===== src/rtl/seq_chunk_adder.sv =====
// seq_chunk_adder: WIDTH-bit a+b+cin computed CHUNK bits per clock through a
// single CHUNK-bit slice, with the inter-slice carry held in a register.
// Valid/ready handshake on both sides; one operation in flight at a time.
// Optional feature macro: SEQ_ADDER_SUB_EN adds a 'sub' input (a-b when set).
module seq_chunk_adder #(
  parameter int unsigned WIDTH = 16,
  parameter int unsigned CHUNK = 4
) (
  input  logic             clk,
  input  logic             rst_n,
  input  logic             in_valid,
  output logic             in_ready,
  input  logic [WIDTH-1:0] a,
  input  logic [WIDTH-1:0] b,
  input  logic             cin,
`ifdef SEQ_ADDER_SUB_EN
  input  logic             sub,
`endif
  output logic             out_valid,
  input  logic             out_ready,
  output logic [WIDTH-1:0] sum,
  output logic             cout,
  output logic             ovf,
  output logic             busy
);

  localparam int unsigned NCHUNK  = WIDTH / CHUNK;
  localparam int unsigned IDX_W   = (NCHUNK > 1) ? $clog2(NCHUNK) : 1;
  localparam int unsigned SLICE_W = CHUNK + 1;
  localparam logic [IDX_W-1:0] LAST_IDX = IDX_W'(NCHUNK - 1);

  // Reject configurations where the operand does not split into whole slices
  if ((WIDTH % CHUNK) != 0 || NCHUNK < 1) begin : g_bad_cfg
    $error("seq_chunk_adder: WIDTH must be a nonzero multiple of CHUNK");
  end

  typedef enum logic [1:0] {
    ST_IDLE = 2'd0,
    ST_RUN  = 2'd1,
    ST_DONE = 2'd2
  } state_t;

  state_t             state;
  state_t             state_next;
  logic [WIDTH-1:0]   a_q;
  logic [WIDTH-1:0]   b_q;
  logic               carry_q;
  logic [IDX_W-1:0]   idx_q;
  logic [WIDTH-1:0]   b_eff_in;
  logic               cin_eff_in;
  logic               accept;
  logic               last_slice;
  logic [CHUNK-1:0]   slice_a;
  logic [CHUNK-1:0]   slice_b;
  logic [SLICE_W-1:0] slice_res;
  logic               in_ready_next;
  logic               out_valid_next;
  logic               busy_next;

  // Effective second operand and carry-in, folded in at capture time
  always_comb begin
    b_eff_in   = b;
    cin_eff_in = cin;
`ifdef SEQ_ADDER_SUB_EN
    if (sub) begin
      b_eff_in   = ~b;
      cin_eff_in = 1'b1;
    end
`endif
  end

  // One CHUNK-bit ripple slice selected by the current chunk index
  always_comb begin
    slice_a   = a_q[idx_q*CHUNK +: CHUNK];
    slice_b   = b_q[idx_q*CHUNK +: CHUNK];
    slice_res = SLICE_W'(slice_a) + SLICE_W'(slice_b) + SLICE_W'(carry_q);
  end

  // State register
  always_ff @(posedge clk or negedge rst_n) begin
    if (!rst_n) begin
      state <= ST_IDLE;
    end else begin
      state <= state_next;
    end
  end

  // Next state and next values of the handshake flags
  always_comb begin
    state_next = state;
    accept     = 1'b0;
    last_slice = 1'b0;
    case (state)
      ST_IDLE: begin
        if (in_valid) begin
          accept     = 1'b1;
          state_next = ST_RUN;
        end
      end
      ST_RUN: begin
        if (idx_q == LAST_IDX) begin
          last_slice = 1'b1;
          state_next = ST_DONE;
        end
      end
      ST_DONE: begin
        if (out_ready) begin
          state_next = ST_IDLE;
        end
      end
      default: state_next = ST_IDLE;
    endcase
    in_ready_next  = (state_next == ST_IDLE);
    out_valid_next = (state_next == ST_DONE);
    busy_next      = (state_next != ST_IDLE);
  end

  // Registered handshake and status flags
  always_ff @(posedge clk or negedge rst_n) begin
    if (!rst_n) begin
      in_ready  <= 1'b1;
      out_valid <= 1'b0;
      busy      <= 1'b0;
    end else begin
      in_ready  <= in_ready_next;
      out_valid <= out_valid_next;
      busy      <= busy_next;
    end
  end

  // Operand capture and per-slice accumulation of sum, carry and flags
  always_ff @(posedge clk or negedge rst_n) begin
    if (!rst_n) begin
      a_q     <= '0;
      b_q     <= '0;
      carry_q <= 1'b0;
      idx_q   <= '0;
      sum     <= '0;
      cout    <= 1'b0;
      ovf     <= 1'b0;
    end else if (accept) begin
      a_q     <= a;
      b_q     <= b_eff_in;
      carry_q <= cin_eff_in;
      idx_q   <= '0;
    end else if (state == ST_RUN) begin
      sum[idx_q*CHUNK +: CHUNK] <= slice_res[CHUNK-1:0];
      carry_q <= slice_res[CHUNK];
      idx_q   <= idx_q + IDX_W'(1);
      if (last_slice) begin
        cout <= slice_res[CHUNK];
        ovf  <= (a_q[WIDTH-1] == b_q[WIDTH-1]) &&
                (slice_res[CHUNK-1] != a_q[WIDTH-1]);
      end
    end
  end

endmodule


===== config.mk =====
export PLATFORM = sky130hd
export DESIGN_NAME = seq_chunk_adder
export DESIGN_NICKNAME = d
export VERILOG_FILES = /design/src/rtl/seq_chunk_adder.sv
export SDC_FILE = /design/constraint.sdc
export NUM_CORES = 1
export LEC_CHECK = 0
export BUFFER_PORTS_ARGS = -buffer_cell sky130_fd_sc_hd__buf_2
export CELL_PAD_IN_SITES_DETAIL_PLACEMENT = 0
export CELL_PAD_IN_SITES_GLOBAL_PLACEMENT = 1
export CORE_UTILIZATION = 43
export CTS_CLUSTER_DIAMETER = 200
export DETAILED_ROUTE_END_ITERATION = 7
export PLACE_DENSITY_LB_ADDON = 0.1
export SLEW_MARGIN = 20
export SYNTH_ARGS = -nofsm -noshare
export SYNTH_HDL_FRONTEND = slang
export SYNTH_SLANG_ARGS = --single-unit

===== constraint.sdc =====
create_clock -name clk -period 3.1 [get_ports clk]
set_input_delay 0 -clock clk [delete_from_list [all_inputs] [get_ports clk]]
set_output_delay 0 -clock clk [all_outputs]
set_load 0.02 [all_outputs]

==> results list <==
- H-Tree Depth: 3
- Setup clock skew after layout: 0.00815 ns
* Largest area contributor in the netlist: sky130_fd_sc_hd__dfrtp_1
* Initial Util: 0.445
- In this run, the number of DRC markers left after iteration 0 of detailed routing was 72.
- Post-synth EDFFs: 0
* Pin count of the biggest net entering global routing: 35
- Data arrives at the worst endpoint at 2.87 ns.
- The HPWL after detailed placement is 3700 µm.
- Of the synthesized area, sequential elements account for 0.552.
- In this run the cell area measured after placement is 3010 µm².
* Clock edge transition at the registers on the reported setup and hold paths: 0.06 ns
* Crit. End Element: flop
* Mux share of post-synthesis cell area: 0.205
- The die is 80.3 µm wide.
* Post-synth top cells: sky130_fd_sc_hd__dfrtp_1 (57), sky130_fd_sc_hd__mux2_2 (32), sky130_fd_sc_hd__nand2_1 (19)
- Total negative setup slack: 0 ns
* Top-level port count: 58
- The net count of the finished layout is 336.
- GRT Resource Usage Total: 0.194
- After technology mapping, the gate count stands at 187.
* GPL Wtd Cong: 0.726
- Number of endpoints failing setup at the final stage: 0
- Min-delay worst type: in2reg
- Using the TritonRoute via totals, the vias-per-cell ratio works out to 5.02.
- The area growth from synthesis to layout is 34.5%.
- Fraction of synthesized cell area taken by the top area cell type: 0.542
- Net count after synthesis: 235
* Final worst path period share: 0.848
* Register bit total from synthesis: 58
* Core region area: 5920 µm²
* Antenna diodes: 0
- Mapped Area: 2630 µm²
* Area contributors post-synth: sky130_fd_sc_hd__dfrtp_1 (54%), sky130_fd_sc_hd__mux2_2 (14%), sky130_fd_sc_hd__mux4_2 (6.8%), sky130_fd_sc_hd__a22o_1 (4.3%), sky130_fd_sc_hd__ha_1 (4.3%)
* Number of antenna violations at the first check in global routing: 0
- Antenna violation net count after detailed routing: 0
* Final setup margin: 0.472 ns
- Remaining DRCs: 0
- Cts bufs inserted: 9
- Initial DRT Pass Iterations: 4
- Number of maximum-capacitance violations: 0
- Dividing the detail-routed wire length by the instance count gives 14.9 µm.
- Global routing finished with a remaining overflow of 0.
- Before CTS, the worst setup slack after placement is 0.457 ns.
- By instance count, the leading cell after synthesis is sky130_fd_sc_hd__dfrtp_1.
- For the pin with the worst max-slew slack, the measured transition is 0.727 ns.
- Number of sinks on the clock net: 58
- Clock period minus final worst setup slack: 2.63 ns
- Detailed routing inserted a total of 1849 vias.
- Basic-gate share of the synthesized area counting and, or, nand and nor cells: 0.0784
* Synth Warn #: 0
- Of the cells placed in the final design, the portion with a size suffix greater than 1 is 0.416.
- Worst setup path start: idx_q[0]
- The floorplan has 28 rows.
* Port Buffers: 57
- Synth unique cells: 30
- For the worst setup path, the data required time is 3.35 ns.
* Global-route wire length before repair: 8980 µm
- TritonCTS built the clock tree.
- Async SR Flop Fraction: 1.00
- Max-slew headroom at the worst pin: 0.515
* Launch point of the worst hold path: in_valid
* Filler cell count: 486
* Library cell used as clock root buffer: sky130_fd_sc_hd__clkbuf_8
- Peak fanout along the critical path: 15
* Peak clock frequency supported by timing: 381 MHz
* Avg Synthesized Cell Area: 14.1 µm²
- The flow ran to the end, and the final reports show no timing, DRC or antenna violations.
- Resized Gates After CTS: 0
- The worst-case IR drop observed on VDD is 0.625 mV.
- Die Height: 80.3 µm
- Clock insertion delay at the later pin of the skew report: 0.34 ns
- Core Util, Final: 0.598
- The number of pins with negative max-slew slack in the final report was 0.
- Static leakage power: 1.66 nW
- Setup repair after global routing missed its margin: no
* Finished layout cell area: 3540 µm²
- By area, the combinational part of the netlist is dominated by multiplexers.
* Fraction of the mapped netlist area in compound gates: 0.0817
- Power density over the cells: 1150 nW/µm²
* Fin. Hold Viols: 0
* Via count of the first global-routing pass: 1912
- Wires add up to 5470 µm.
- Maximum buffer depth of the clock tree: 2
* Most frequently used flop master after synthesis: sky130_fd_sc_hd__dfrtp_1
- The worst setup path is launched from a flop.
- The startpoint identified for the worst register-to-register timing path is idx_q[0].
- Xor/xnor share of the synthesized area: 0.00333
* Overall die area: 6440 µm²
- Of the total synthesized cell area, the portion taken by full adders, half adders and majority gates is 0.0580.
- Category of the most critical setup path: reg2reg
-- registers in the layout, summed over array words and instances, names as in the netlist --
name,cells
cout,1
carry_q,1
b_q,16
idx_q,2
a_q,16
state,2
sum,16
ovf,1
in_ready,1
out_valid,1
busy,1
-- where the power goes --
| group | total, mW | switching, mW | internal, mW |
|---|---|---|---|
| clock | 0.638 | 0.285 | 0.353 |
| sequential | 1.35 | 0.234 | 1.12 |
| combinational | 2.07 | 1.11 | 0.959 |
| total | 4.06 | 1.63 | 2.43 |
-- critical path, cell delays in order, from the launching register on --
cell	delay [ns]
sky130_fd_sc_hd__dfrtp_1	0.41
sky130_fd_sc_hd__buf_4	0.27
sky130_fd_sc_hd__mux4_2	0.53
sky130_fd_sc_hd__ha_1	0.38
sky130_fd_sc_hd__a21oi_2	0.17
sky130_fd_sc_hd__a21oi_1	0.11
sky130_fd_sc_hd__or4_1	0.47
sky130_fd_sc_hd__a41oi_1	0.21
-- area by class of cell --
type,count,area [µm²],share of cell area
inverter,5,18.8,0.00530
multi-input combinational,118,1130,0.319
sequential,58,1450,0.410
clock inverter,2,10.0,0.00282
clock buffer,14,173,0.0487
timing repair buffer,96,666,0.188
tap,75,93.8,0.0265
-- routing by layer --
metal,vias to the layer above,part of all wire,global-route usage
li1,884,-,-
met2,41,0.49,0.311
met1,915,0.46,0.243
met3,9,0.039,0.0580
met5,-,0,0
met4,0,0.014,0.0804
-- path summary, 6_finish.rpt --
path	end	cells after the start	slack, ns
worst min-delay path	busy	3	0.05
worst max register to register	ovf	7	0.47
max in group asynchronous	in_ready	3	2.02
worst max-delay path	ovf	7	0.47
min in group asynchronous	sum[5]	2	0.21
worst min register to register	sum[6]	2	0.47
-- cells in the final DEF (no fill, tap or decap), drive strengths merged, types with 4 or more instances in the layout --
master | netlist | final
inv | 5 | 5
o31ai | 4 | 4
dfrtp | 57 | 57
buf | 5 | 61
nor2 | 9 | 9
nand2 | 20 | 20
a21oi | 5 | 5
a22o | 13 | 13
mux4 | 8 | 8
mux2 | 32 | 32
dlygate4sd3 | 0 | 35
ha | 9 | 9
clkbuf | 1 | 14
-- stage by stage --
stage                     std cells  power [mW]  hold WS (ns)
final                           368        4.06        0.0470
after global routing            368        4.39        0.0686
after CTS                       368        4.12        0.0330
after detailed placement        317        3.44        0.0475
after global placement          317        3.42        0.0519
after floorplan                 187        2.85        -0.296
-- what timing repair did --
action / in CTS / in global routing
buffers inserted: 0 / 0
endpoints found under the hold margin: 62 / 0
hold buffers: 35 / 0
-- logic make-up after synthesis --
family | count (synthesis)
multiplexers | 40
adder cells (fa/ha/maj) | 11
AO/OA/AOI/OAI | 28
flip-flops | 58
buffers and inverters | 11
XOR/XNOR | 1
AND/OR/NAND/NOR | 38
Power figures use the tool's default switching activity.
